===== config.mk =====
export PLATFORM = sky130hd
export DESIGN_NAME = cobra_sys_bus_flat
export DESIGN_NICKNAME = d
export VERILOG_FILES = /design/src/rtl/cobra_sys_bus_if.sv /design/src/rtl/cobra_sys_bus.sv /design/src/flat_wrapper.sv
export SDC_FILE = /design/constraint.sdc
export NUM_CORES = 1
export LEC_CHECK = 0
export BUFFER_PORTS_ARGS = -buffer_cell sky130_fd_sc_hd__buf_2
export CAP_MARGIN = 5
export CORE_UTILIZATION = 25
export CTS_CLUSTER_SIZE = 20
export DETAILED_ROUTE_END_ITERATION = 8
export PLACE_DENSITY_LB_ADDON = 0.3
export SYNTH_ARGS = -nofsm -noshare
export SYNTH_HDL_FRONTEND = slang
export SYNTH_SLANG_ARGS = --single-unit

===== constraint.sdc =====
create_clock -name clk -period 2.3 [get_ports clk]
set_clock_uncertainty 0.2 [all_clocks]
set_input_delay 0.115 -clock clk [delete_from_list [all_inputs] [get_ports clk]]
set_output_delay 0.115 -clock clk [all_outputs]
set_load 0.01 [all_outputs]

===== src/rtl/cobra_sys_bus_if.sv =====
// System-bus bundle between the tv80s core, memory, I/O peripherals and the
// cobra_sys_bus controller. The master side drives the CPU strobes and the
// peripheral return data; the slave side is the bus controller.
interface cobra_sys_bus_if #(
  parameter int N_IRQ = 4
);
  logic [15:0]      cpu_addr;
  logic [7:0]       cpu_dout;
  logic [7:0]       cpu_din;
  logic             cpu_mreq_n;
  logic             cpu_iorq_n;
  logic             cpu_rd_n;
  logic             cpu_wr_n;
  logic             cpu_m1_n;
  logic             cpu_rfsh_n;
  logic             cpu_wait_n;
  logic             cpu_int_n;
  logic [15:0]      mem_addr;
  logic [7:0]       mem_wdata;
  logic [7:0]       mem_rdata;
  logic             mem_rd;
  logic             mem_wr;
  logic             rom_wr_err;
  logic [7:0]       io_port;
  logic             io_rd;
  logic             io_wr;
  logic [7:0]       io_rdata;
  logic [N_IRQ-1:0] irq_in;

  modport master (
    output cpu_addr, cpu_dout, cpu_mreq_n, cpu_iorq_n, cpu_rd_n, cpu_wr_n,
           cpu_m1_n, cpu_rfsh_n, mem_rdata, io_rdata, irq_in,
    input  cpu_din, cpu_wait_n, cpu_int_n, mem_addr, mem_wdata, mem_rd,
           mem_wr, rom_wr_err, io_port, io_rd, io_wr
  );

  modport slave (
    input  cpu_addr, cpu_dout, cpu_mreq_n, cpu_iorq_n, cpu_rd_n, cpu_wr_n,
           cpu_m1_n, cpu_rfsh_n, mem_rdata, io_rdata, irq_in,
    output cpu_din, cpu_wait_n, cpu_int_n, mem_addr, mem_wdata, mem_rd,
           mem_wr, rom_wr_err, io_port, io_rd, io_wr
  );
endinterface


===== src/rtl/cobra_sys_bus.sv =====
// Z80 system-bus controller: ROM/RAM/I-O decode, programmable wait states,
// single-cycle I/O strobes and an edge-latched maskable interrupt controller
// (IM1, aggregate int_n) with its mask/pending register on IRQ_PORT.
module cobra_sys_bus #(
  parameter logic [15:0] ROM_TOP  = 16'h2000,
  parameter int          MEM_WAIT = 1,
  parameter int          IO_WAIT  = 2,
  parameter int          N_IRQ    = 4,
  parameter logic [7:0]  IRQ_PORT = 8'hF0
) (
  input logic             clk,
  input logic             reset,
  cobra_sys_bus_if.slave  bus
);

  localparam logic [3:0] MEM_LD = 4'(MEM_WAIT);
  localparam logic [3:0] IO_LD  = 4'(IO_WAIT);

  typedef enum logic [1:0] {ST_IDLE, ST_WAIT, ST_DONE} state_t;

  state_t           state, state_nxt;
  logic [3:0]       wait_cnt;
  logic [3:0]       load_val;
  logic             mem_cyc, io_cyc, ack_cyc, active, active_q, start;
  logic             enter_done, irq_sel, rom_bad, err_seen;
  logic             io_rd_q, io_wr_q, rom_err_q, ack_q;
  logic             wait_n;
  logic [N_IRQ-1:0] irq_q, rise, pending, mask, pm, ack_clr;
  logic [7:0]       pend8, din_mux;

  // Cycle classification; refresh (mreq with rfsh low) falls into none of these
  assign mem_cyc  = ~bus.cpu_mreq_n & bus.cpu_rfsh_n;
  assign io_cyc   = ~bus.cpu_iorq_n & bus.cpu_m1_n;
  assign ack_cyc  = ~bus.cpu_iorq_n & ~bus.cpu_m1_n;
  assign active   = mem_cyc | io_cyc;
  assign start    = active & ~active_q;
  assign load_val = io_cyc ? IO_LD : MEM_LD;
  assign irq_sel  = (bus.cpu_addr[7:0] == IRQ_PORT);
  assign rom_bad  = mem_cyc & ~bus.cpu_wr_n & (bus.cpu_addr < ROM_TOP);

  assign enter_done = (state != ST_DONE) && (state_nxt == ST_DONE);

  // Lowest-index enabled pending source, cleared on the first clock of an ack
  assign pm      = pending & mask;
  assign ack_clr = (ack_cyc & ~ack_q) ? (pm & (~pm + N_IRQ'(1))) : '0;
  assign rise    = bus.irq_in & ~irq_q;

  // Wait FSM state register
  always_ff @(posedge clk) begin
    if (reset) state <= ST_IDLE;
    else       state <= state_nxt;
  end

  // Wait FSM next state; a cycle is over once neither MEM nor IO is active
  always_comb begin
    state_nxt = state;
    case (state)
      ST_IDLE: if (start) state_nxt = (load_val == 4'd0) ? ST_DONE : ST_WAIT;
      ST_WAIT: if (wait_cnt <= 4'd1) state_nxt = ST_DONE;
      ST_DONE: if (!active) state_nxt = ST_IDLE;
      default: state_nxt = ST_IDLE;
    endcase
  end

  // Wait FSM outputs
  always_comb begin
    wait_n = 1'b1;
    if (state == ST_WAIT && wait_cnt != 4'd0) wait_n = 1'b0;
  end

  // Wait counter and previous-clock activity; during reset the activity
  // history tracks the bus so a cycle cut by reset is not seen as new
  always_ff @(posedge clk) begin
    active_q <= active;
    if (reset) begin
      wait_cnt <= 4'd0;
    end else if (state == ST_IDLE && start) begin
      wait_cnt <= load_val;
    end else if (state == ST_WAIT && wait_cnt != 4'd0) begin
      wait_cnt <= wait_cnt - 4'd1;
    end
  end

  // I/O strobes on DONE entry and one ROM-write error pulse per cycle
  always_ff @(posedge clk) begin
    if (reset) begin
      io_rd_q   <= 1'b0;
      io_wr_q   <= 1'b0;
      rom_err_q <= 1'b0;
      err_seen  <= 1'b0;
    end else begin
      io_rd_q   <= enter_done & io_cyc & ~bus.cpu_rd_n & ~irq_sel;
      io_wr_q   <= enter_done & io_cyc & ~bus.cpu_wr_n & ~irq_sel;
      rom_err_q <= rom_bad & ~err_seen;
      err_seen  <= mem_cyc & (err_seen | rom_bad);
    end
  end

  // Interrupt history, pending (set beats ack-clear) and mask register
  always_ff @(posedge clk) begin
    if (reset) begin
      irq_q   <= '0;
      pending <= '0;
      mask    <= '0;
      ack_q   <= 1'b0;
    end else begin
      irq_q   <= bus.irq_in;
      ack_q   <= ack_cyc;
      pending <= (pending & ~ack_clr) | rise;
      if (enter_done & io_cyc & ~bus.cpu_wr_n & irq_sel)
        mask <= bus.cpu_dout[N_IRQ-1:0];
    end
  end

  // CPU read-data mux: ack vector, internal pending register, I/O, memory
  always_comb begin
    pend8 = '0;
    pend8[N_IRQ-1:0] = pending;
    din_mux = bus.mem_rdata;
    if (ack_cyc)               din_mux = 8'hFF;
    else if (io_cyc && irq_sel) din_mux = pend8;
    else if (io_cyc)           din_mux = bus.io_rdata;
  end

  assign bus.cpu_din    = din_mux;
  assign bus.cpu_wait_n = wait_n;
  assign bus.cpu_int_n  = ~|pm;
  assign bus.mem_addr   = bus.cpu_addr;
  assign bus.mem_wdata  = bus.cpu_dout;
  assign bus.mem_rd     = mem_cyc & ~bus.cpu_rd_n;
  assign bus.mem_wr     = mem_cyc & ~bus.cpu_wr_n & (bus.cpu_addr >= ROM_TOP);
  assign bus.rom_wr_err = rom_err_q;
  assign bus.io_port    = bus.cpu_addr[7:0];
  assign bus.io_rd      = io_rd_q;
  assign bus.io_wr      = io_wr_q;

endmodule


===== src/flat_wrapper.sv =====
// flat-port wrapper written by rule: the top's interface ports become plain ports
module cobra_sys_bus_flat 
#(
  parameter logic [15:0] ROM_TOP  = 16'h2000,
  parameter int          MEM_WAIT = 1,
  parameter int          IO_WAIT  = 2,
  parameter int          N_IRQ    = 4,
  parameter logic [7:0]  IRQ_PORT = 8'hF0
)
  (clk, reset, bus_cpu_addr, bus_cpu_dout, bus_cpu_mreq_n, bus_cpu_iorq_n, bus_cpu_rd_n, bus_cpu_wr_n, bus_cpu_m1_n, bus_cpu_rfsh_n, bus_mem_rdata, bus_io_rdata, bus_irq_in, bus_cpu_din, bus_cpu_wait_n, bus_cpu_int_n, bus_mem_addr, bus_mem_wdata, bus_mem_rd, bus_mem_wr, bus_rom_wr_err, bus_io_port, bus_io_rd, bus_io_wr);
  cobra_sys_bus_if #(.N_IRQ(N_IRQ)) bus_i ();
  input logic clk;
  input logic reset;
  input wire logic [$bits(bus_i.cpu_addr)-1:0] bus_cpu_addr;
  input wire logic [$bits(bus_i.cpu_dout)-1:0] bus_cpu_dout;
  input wire logic [$bits(bus_i.cpu_mreq_n)-1:0] bus_cpu_mreq_n;
  input wire logic [$bits(bus_i.cpu_iorq_n)-1:0] bus_cpu_iorq_n;
  input wire logic [$bits(bus_i.cpu_rd_n)-1:0] bus_cpu_rd_n;
  input wire logic [$bits(bus_i.cpu_wr_n)-1:0] bus_cpu_wr_n;
  input wire logic [$bits(bus_i.cpu_m1_n)-1:0] bus_cpu_m1_n;
  input wire logic [$bits(bus_i.cpu_rfsh_n)-1:0] bus_cpu_rfsh_n;
  input wire logic [$bits(bus_i.mem_rdata)-1:0] bus_mem_rdata;
  input wire logic [$bits(bus_i.io_rdata)-1:0] bus_io_rdata;
  input wire logic [$bits(bus_i.irq_in)-1:0] bus_irq_in;
  output wire logic [$bits(bus_i.cpu_din)-1:0] bus_cpu_din;
  output wire logic [$bits(bus_i.cpu_wait_n)-1:0] bus_cpu_wait_n;
  output wire logic [$bits(bus_i.cpu_int_n)-1:0] bus_cpu_int_n;
  output wire logic [$bits(bus_i.mem_addr)-1:0] bus_mem_addr;
  output wire logic [$bits(bus_i.mem_wdata)-1:0] bus_mem_wdata;
  output wire logic [$bits(bus_i.mem_rd)-1:0] bus_mem_rd;
  output wire logic [$bits(bus_i.mem_wr)-1:0] bus_mem_wr;
  output wire logic [$bits(bus_i.rom_wr_err)-1:0] bus_rom_wr_err;
  output wire logic [$bits(bus_i.io_port)-1:0] bus_io_port;
  output wire logic [$bits(bus_i.io_rd)-1:0] bus_io_rd;
  output wire logic [$bits(bus_i.io_wr)-1:0] bus_io_wr;
  assign bus_i.cpu_addr = bus_cpu_addr;
  assign bus_i.cpu_dout = bus_cpu_dout;
  assign bus_i.cpu_mreq_n = bus_cpu_mreq_n;
  assign bus_i.cpu_iorq_n = bus_cpu_iorq_n;
  assign bus_i.cpu_rd_n = bus_cpu_rd_n;
  assign bus_i.cpu_wr_n = bus_cpu_wr_n;
  assign bus_i.cpu_m1_n = bus_cpu_m1_n;
  assign bus_i.cpu_rfsh_n = bus_cpu_rfsh_n;
  assign bus_i.mem_rdata = bus_mem_rdata;
  assign bus_i.io_rdata = bus_io_rdata;
  assign bus_i.irq_in = bus_irq_in;
  assign bus_cpu_din = bus_i.cpu_din;
  assign bus_cpu_wait_n = bus_i.cpu_wait_n;
  assign bus_cpu_int_n = bus_i.cpu_int_n;
  assign bus_mem_addr = bus_i.mem_addr;
  assign bus_mem_wdata = bus_i.mem_wdata;
  assign bus_mem_rd = bus_i.mem_rd;
  assign bus_mem_wr = bus_i.mem_wr;
  assign bus_rom_wr_err = bus_i.rom_wr_err;
  assign bus_io_port = bus_i.io_port;
  assign bus_io_rd = bus_i.io_rd;
  assign bus_io_wr = bus_i.io_wr;
  cobra_sys_bus #(.ROM_TOP(ROM_TOP), .MEM_WAIT(MEM_WAIT), .IO_WAIT(IO_WAIT), .N_IRQ(N_IRQ), .IRQ_PORT(IRQ_PORT)) u_core (.clk(clk), .reset(reset), .bus(bus_i));
endmodule

==> results.json, run 1 <==
{
  "synth_top_area_cell": "dfxtp_1",
  "dieArea_sq_um": 6196,
  "layout_commonest_cell": "buf_2",
  "end_kind": "output pin",
  "critical_path_class": "register to output pin",
  "cts_sinks": 24,
  "tritoncts": "yes",
  "syn_avg_cell_area_sq_um": 8.360,
  "synth_cells": 176,
  "cpMostUsedCell": "inv_1",
  "reg2reg_slack_ns": 0.49,
  "die_x_microns": 78.72,
  "ys_types": 37,
  "clk_transition_reported_paths_ns": 0.09,
  "die_y_microns": 78.72,
  "arrival_ns": 1.61,
  "combPwrFrac_pct": 20.6,
  "synth-seq-cells": 24,
  "start_kind": "register",
  "maxCapViolations": 0,
  "tightest_slew_ns": 0.4912,
  "multi_input_area_sq_um": 679.4,
  "antenna_found_initial": 0,
  "timing.fmax_mhz": 518.9,
  "reg2reg_to": "u_core.wait_cnt[0]$_SDFFE_PP0P_",
  "drtIter0Drc": 37,
  "grt_max_degree": 22,
  "critPathRequiredTime_ns": 1.99,
  "seqPwrFrac_pct": 43.6,
  "cts_root_buf": "clkbuf_8",
  "grt_pass1_vias": 1168,
  "vias": 1323,
  "place.gp.congestion": 0.6743,
  "insertedDiodeCount": 0,
  "drive_gt1_share_pct": 39.66,
  "max_stage_delay_ns": 0.39,
  "endpoint": "bus_cpu_wait_n",
  "power.switching_w": 0.0002509,
  "r2r_cells": 6,
  "cp_max_fo": 4,
  "first_pass_iters": 4,
  "track_usage_pct": 10.76,
  "synthTopCellsByArea": "dfxtp_1, buf_4, nor2b_1",
  "viasPerCell": 4.282,
  "fp-row-count": 27,
  "fillers": 606,
  "grt_overflow": 0,
  "drt-total-wl_microns": 3297,
  "synth_area_sq_um": 1471,
  "power_density_nw_per_um2": 541.3,
  "p_int_w": 0.0007738,
  "rsz0062_at_grt": "false",
  "nNetsFinal": 293,
  "cpMaxStageDelayCell": "or3b_1",
  "fin_crit_sh_pct": 83.78,
  "maxSlewViolCount": 0,
  "cts_buffer_depth": 2,
  "placed_area_sq_um": 1692,
  "syn_to_final_growth_pct": 28.66,
  "postCtsSetupBuffers": 0,
  "path_cells": "inv_1, ha_1, or3b_1, and2_1, inv_1, buf_2",
  "p_clk_share_pct": 35.8,
  "synth_nets": 231,
  "grt_pass1_wl_microns": 5188,
  "rr_startpoint": "u_core.wait_cnt[0]$_SDFFE_PP0P_",
  "clk-insertion-delay-late_ns": 0.27,
  "ys_seq_area_share_pct": 32.65,
  "fp.coreArea_sq_um": 5574,
  "io_pins": 99,
  "final_antenna_net_count": 0,
  "drc": 0,
  "place_hpwl_microns": 2512,
  "initial_core_util_pct": 26.40,
  "final_cell_mix": "buf_2, dfxtp_1, a21oi_1",
  "portBuffers": 80,
  "fin_setup_tns_ns": 0,
  "min_period_ns": 1.927,
  "yosysTopAreaCellShare_pct": 32.65,
  "yosysWarnings": 0,
  "max-vdd-ir-drop_uv": 221.1,
  "setup_viol": 0,
  "cts_buffers": 3,
  "cts.htree.levels": 1,
  "status": "complete, no violations",
  "p_sw_share_pct": 24.49,
  "hold_class": "input port to register",
  "ctsResizeCount": 0,
  "regArea_sq_um": 480.5,
  "relSlewSlack_pct": 67.22,
  "power_leakage_nw": 0.8392,
  "crit_start": "u_core.wait_cnt[0]$_SDFFE_PP0P_",
  "hold_violations": 0,
  "stdcell_area_sq_um": 1893,
  "avgRoutedWirePerCell_microns": 10.67
}
Yosys cell counts:
library cell / number
xor2_1: 2
nor2b_1: 13
nand3b_1: 1
o21ai_0: 10
o211ai_1: 1
buf_12: 1
nor2_1: 10
nand2b_1: 1
a2111o_1: 1
and2_4: 1
inv_1: 9
nor3_1: 6
buf_4: 32
nor4_1: 2
nor4_2: 1
xnor2_1: 1
o2111a_1: 1
nand4_1: 5
nand2_1: 7
and2b_2: 1
mux2_2: 4
a211oi_1: 1
o2111ai_1: 1
o2bb2ai_1: 1
buf_2: 2
nand3_1: 6
ha_1: 3
a22oi_1: 1
mux2i_1: 4
or3b_1: 1
dfxtp_1: 24
and4bb_2: 1
and4_1: 1
clkbuf_1: 2
and2_1: 1
nand2b_2: 1
a21oi_1: 16
flip-flops by register name, indices dropped and copies added, names as in the netlist:
register / cells
u_core.ack_q: 1
u_core.err_seen: 1
u_core.wait_cnt: 4
u_core.irq_q: 4
u_core.state: 2
u_core.bus.io_rd: 1
u_core.bus.rom_wr_err: 1
u_core.mask: 4
u_core.bus.io_wr: 1
u_core.active_q: 1
u_core.pending: 4
per-stage QoR:
step	total power [W]	setup slack, ns	instances	hold slack, ns	utilization (%)
after detailed placement	0.0006533	0.4975	292	0.03007	30.35
after CTS	0.001041	0.3470	309	0.01395	33.96
after global routing	0.001086	0.2557	309	0.02031	33.96
after floorplan	0.0006056	0.6040	176	-0.007475	-
after global placement	0.0006518	0.5501	292	0.03007	30.35
final	0.001025	0.3730	309	0.01836	33.96
critical path, delay by kind of cell, from the launching register on:
kind / cells / cell delay, ns
buffers and inverters: 3 / 0.27
adders and majority gates: 1 / 0.13
DFF: 1 / 0.35
and+or+nand+nor: 2 / 0.60
layer usage:
| layer | GRT usage [%] | part of all wire (%) | vias up |
|---|---|---|---|
| met2 | 19.30 | 48 | 47 |
| met3 | 2.874 | 6.0 | 2 |
| met5 | 0 | 0 | - |
| met1 | 12.46 | 46 | 579 |
| li1 | - | - | 695 |
| met4 | 2.963 | 0.49 | 0 |
cell type report:
class	count	share of cell area (%)
clock buffer	3	2.181
tap	72	4.759
multi-input combinational	106	35.89
inverter	9	1.785
clock inverter	1	1.586
timing repair buffer	94	28.42
sequential	24	25.38
worst min-delay path by stage:
stage	start	to	slack, ns	depth (start not counted)
after floorplan	bus_cpu_rd_n	u_core.bus.io_rd$_SDFF_PP0_	-0.007	1
after global placement	bus_cpu_addr[8]	bus_mem_addr[8]	0.03	0
after detailed placement	bus_cpu_addr[8]	bus_mem_addr[8]	0.03	0
after CTS	bus_cpu_addr[14]	u_core.err_seen$_SDFF_PP0_	0.01	4
after global routing	bus_cpu_addr[14]	u_core.err_seen$_SDFF_PP0_	0.02	4
final	bus_cpu_addr[14]	u_core.err_seen$_SDFF_PP0_	0.02	4
cell families (layout without fill, tap and decap cells):
family	count (synthesis)	after routing	share of synthesized area, %
AND/OR/NAND/NOR	59	59	22.96
multiplexers	8	8	5.782
XOR/XNOR	3	3	1.786
buffers and inverters	46	107	21.17
adder cells (fa/ha/maj)	3	3	2.551
flip-flops	24	24	32.65
AO/OA/AOI/OAI	33	33	13.10
power by group through the flow:
stage	registers [W]	clock network, W	logic, W
final	0.000446	0.000367	0.000211
after global routing	0.000449	0.000400	0.000237
after CTS	0.000447	0.000380	0.000214
after detailed placement	0.000457	0	0.000197
after global placement	0.000456	0	0.000196
after floorplan	0.000453	0	0.000152
repair_timing:
item | 4_1_cts | 5_1_grt
endpoints found under the setup margin | 0 | 0
endpoints found under the hold margin | 13 | 0
hold buffers | 13 | 0
(Power assumes the default switching activity.)
==> inputs of run 2 (changes only) <==
Clock period 2.3 ns to 1.8 ns, I/O delays scaled along.
==> results.json, run 2 (synthesis results as in run 1) <==
{
  "fin_crit_sh_pct": 98.00,
  "drtIter0Drc": 26,
  "rsz0062_at_grt": "true",
  "clk-insertion-delay-late_ns": 0.26,
  "layout_commonest_cell": "buf_2",
  "critPathRequiredTime_ns": 1.51,
  "power_density_nw_per_um2": 619.1,
  "drt-total-wl_microns": 3603,
  "maxCapViolations": 0,
  "grt_pass1_vias": 1258,
  "drive_gt1_share_pct": 41.83,
  "place_ws_ns": 0.0009109,
  "cp_max_fo": 3,
  "critPathTopFamily": "simple AND/OR/NAND/NOR gates",
  "clk_transition_reported_paths_ns": 0.08,
  "whs_ns": 0.01519,
  "avgRoutedWirePerCell_microns": 11.15,
  "cts_sinks": 24,
  "finalNonFillerCells": 323,
  "antenna_found_initial": 0,
  "dp.cells": 294,
  "relSlewSlack_pct": 68.55,
  "status": "complete, no violations",
  "die_x_microns": 78.72,
  "setup_viol": 0,
  "path_cells": "inv_2, ha_1, or3b_4, and2_4, inv_1, buf_2",
  "grt_overflow": 0,
  "min_period_ns": 1.764,
  "power_leakage_nw": 0.8934,
  "track_usage_pct": 11.55,
  "fp-row-count": 27,
  "timing.fmax_mhz": 566.9,
  "final_cell_mix": "buf_2, dlygate4sd3_1, dfxtp_1",
  "start_kind": "register",
  "place_hpwl_microns": 2637,
  "cts_buffers": 3,
  "io_pins": 99,
  "drc": 0,
  "place.gp.congestion": 0.6989,
  "dieArea_sq_um": 6196,
  "setup_ws_ns": 0.03607,
  "crit_buf_inv": 3,
  "critical_path_class": "register to output pin",
  "insertedDiodeCount": 0,
  "arrival_ns": 1.47,
  "hold_class": "input port to register",
  "vias": 1392,
  "syn_to_final_growth_pct": 37.67,
  "final_antenna_net_count": 0,
  "hold_violations": 0,
  "cts.htree.levels": 1,
  "fillers": 604,
  "cpMaxStageDelayCell": "or3b_4",
  "cts_root_buf": "clkbuf_8",
  "tightest_slew_ns": 0.4681,
  "grt_max_degree": 22,
  "die_y_microns": 78.72,
  "portBuffers": 80,
  "end_kind": "output pin",
  "max_stage_delay_ns": 0.37,
  "fp.coreArea_sq_um": 5574,
  "cts_buffer_depth": 2,
  "max-vdd-ir-drop_uv": 268.1,
  "maxSlewViolCount": 0,
  "nNetsFinal": 307,
  "viasPerCell": 4.310,
  "initial_core_util_pct": 26.40,
  "tritoncts": "yes",
  "first_pass_iters": 3,
  "grt_pass1_wl_microns": 5658
}
## run 2: repair_timing
action / CTS / global route
endpoints found under the setup margin: 2 / 4
setup buffers: 1 / 0
endpoints found under the hold margin: 26 / 0
pin swaps: 1 / 0
cloned: 0 / 0
gates resized for setup: 3 / 5
hold buffers: 24 / 0
## run 2: area by class of cell
class | count | area (sq um) | area share (%)
multi-input combinational | 106 | 693.2 | 34.22
inverter | 9 | 33.78 | 1.668
timing repair buffer | 108 | 670.6 | 33.11
sequential | 24 | 483.0 | 23.84
clock buffer | 4 | 55.05 | 2.718
tap | 72 | 90.09 | 4.447
## run 2: stage by stage
| stage | TNS [ns] | cell area, sq um | power (W) | utilization, % |
|---|---|---|---|---|
| final | 0 | 2026 | 0.001254 | 36.34 |
| after global placement | 0 | 1707 | 0.0008410 | 30.62 |
| after CTS | 0 | 2013 | 0.001267 | 36.12 |
| after floorplan | 0 | 1471 | 0.0007739 | - |
| after detailed placement | 0 | 1707 | 0.0008447 | 30.62 |
| after global routing | -0.02471 | 2026 | 0.001323 | 36.34 |
## run 2: metal layers
metal | track usage, % | up-vias | part of all wire (%)
met3 | 2.874 | 2 | 6.2
li1 | - | 723 | -
met4 | 2.222 | 0 | 0.58
met1 | 13.10 | 616 | 43
met2 | 21.65 | 51 | 50
met5 | 0 | - | 0
## run 2: worst paths after layout
kind	from	end	slack (ns)	cells after the start
worst min-delay path	bus_cpu_addr[13]	u_core.err_seen$_SDFF_PP0_	0.02	4
worst max-delay path	u_core.wait_cnt[1]$_SDFFE_PP0P_	bus_cpu_wait_n	0.04	6
worst max register to register	u_core.wait_cnt[1]$_SDFFE_PP0P_	u_core.wait_cnt[0]$_SDFFE_PP0P_	0.10	6
worst min register to register	u_core.err_seen$_SDFF_PP0_	u_core.err_seen$_SDFF_PP0_	0.31	2
## run 2: worst min-delay path, delay by kind of cell
kind                   cells  cell delay, ns
AND/OR/NAND/NOR            2            0.11
AO/OA/AOI/OAI              1            0.14
buffers and inverters      1            0.10
## run 2: report_power, final
group          switching (W)  leakage (nW)  internal (W)
Clock               0.000168        0.0288      0.000195
Combinational       0.000151         0.667      0.000169
Sequential         0.0000152         0.197      0.000556
Total               0.000334         0.893      0.000920
==> inputs of run 3 (changes only) <==
Settings changed: CORE_MARGIN set to 2.
==> results.json, run 3 (synthesis results as in run 1) <==
{
  "crit_buf_inv": 3,
  "violations": "hold timing",
  "max-vdd-ir-drop_uv": 295.8,
  "hold_violations": 1,
  "clk-insertion-delay-late_ns": 0.26,
  "status": "finished with violations",
  "drive_gt1_share_pct": 42.97,
  "cts.htree.levels": 1,
  "cts_sinks": 24,
  "relSlewSlack_pct": 71.00,
  "dp.cells": 294,
  "fp.coreArea_sq_um": 5608,
  "fp-row-count": 27,
  "portBuffers": 80,
  "cpMostUsedCell": "inv_2",
  "die_x_microns": 80.72,
  "nNetsFinal": 305,
  "place_ws_ns": 0.05128,
  "initial_core_util_pct": 26.24,
  "timing.fmax_mhz": 567.9,
  "layout_commonest_cell": "buf_2",
  "cts_buffers": 3,
  "path_cells": "inv_2, ha_1, or3b_4, and2_4, inv_2, buf_6",
  "critPathRequiredTime_ns": 1.51,
  "cts_buffer_depth": 2,
  "whs_ns": -0.003963,
  "fin_setup_tns_ns": 0,
  "place_hpwl_microns": 2740,
  "start_kind": "register",
  "grt_pass1_wl_microns": 5858,
  "max_stage_delay_ns": 0.37,
  "die_y_microns": 80.72,
  "r2r_cells": 6,
  "grt_pass1_vias": 1260,
  "grt_max_degree": 22,
  "viasPerCell": 4.352,
  "arrival_ns": 1.47,
  "final_cell_mix": "buf_2, dfxtp_1, dlygate4sd3_1",
  "cpMaxStageDelayCell": "or3b_4",
  "clk_transition_reported_paths_ns": 0.08,
  "fin_crit_sh_pct": 97.83,
  "power_density_nw_per_um2": 624.3,
  "rr_startpoint": "u_core.wait_cnt[1]$_SDFFE_PP0P_",
  "syn_to_final_growth_pct": 36.73,
  "dieArea_sq_um": 6515,
  "first_pass_iters": 4,
  "hold_start": "bus_cpu_rfsh_n",
  "vias": 1397,
  "critPathTopFamily": "simple AND/OR/NAND/NOR gates",
  "tightest_slew_ns": 0.4317,
  "maxSlewViolCount": 0,
  "grt_overflow": 0,
  "drc": 0,
  "min_period_ns": 1.761,
  "avgRoutedWirePerCell_microns": 11.41,
  "finalPower_w": 0.001256,
  "maxCapViolations": 0,
  "io_pins": 99,
  "cts_root_buf": "clkbuf_8",
  "setup_viol": 0,
  "place.gp.congestion": 0.7697,
  "insertedDiodeCount": 0,
  "holdPathStages": 3,
  "critical_path_class": "register to output pin",
  "drt-total-wl_microns": 3662,
  "power_leakage_nw": 0.8899,
  "rsz0062_at_grt": "true",
  "tritoncts": "yes",
  "cp_max_fo": 3,
  "track_usage_pct": 11.41,
  "crit_start": "u_core.wait_cnt[1]$_SDFFE_PP0P_",
  "finalNonFillerCells": 321,
  "setup_ws_ns": 0.03903,
  "cp.depth": 6,
  "fillers": 634,
  "end_kind": "output pin",
  "hold_class": "input port to register",
  "antenna_found_initial": 0,
  "drtIter0Drc": 60,
  "final_antenna_net_count": 0
}
## run 3: cell type report
cell class                 count  area [sq um]  area share, %
clock buffer                   4         55.05          2.736
inverter                       9         33.78          1.679
multi-input combinational    106         695.7          34.58
sequential                    24         483.0          24.00
tap                           72         90.09          4.478
timing repair buffer         106         654.4          32.52
## run 3: timing repair
action	in CTS	in global routing
gates resized for setup	3	7
buffers inserted	1	1
hold buffers	21	0
pin swaps	1	1
endpoints found under the setup margin	1	2
endpoints found under the hold margin	25	0
## run 3: worst reg2reg max path, stage by stage, from the launching register on
cell	delay, ns
dfxtp_2	0.34
inv_2	0.06
ha_1	0.13
or3b_4	0.37
and2_4	0.18
xnor2_1	0.13
a211oi_2	0.20
## run 3: where the power goes
part / internal, W / switching, W
registers: 0.000556 / 0.0000150
clock network: 0.000195 / 0.000168
logic: 0.000168 / 0.000154
## run 3: stage by stage
step,util (%),instance area [sq um]
after floorplan,-,1471
after global placement,30.43,1707
after detailed placement,30.43,1707
after CTS,35.36,1983
after global routing,35.88,2012
final,35.88,2012
## run 3: path summary, 6_finish.rpt
path | endpoint | slack (ns)
worst max-delay path | bus_cpu_wait_n | 0.04
worst min-delay path | u_core.active_q$_DFF_P_ | -0.004
worst max register to register | u_core.wait_cnt[0]$_SDFFE_PP0P_ | 0.12
worst min register to register | u_core.mask[2]$_SDFFE_PP0P_ | 0.31
## run 3: metal layers
layer  GRT usage [%]  vias up  wire length, microns
met2           19.75       38                  1873
li1                -      721                     -
met5               0        -                     0
met4           2.373        0                    22
met1           14.37      634                  1585
met3           2.809        4                   180
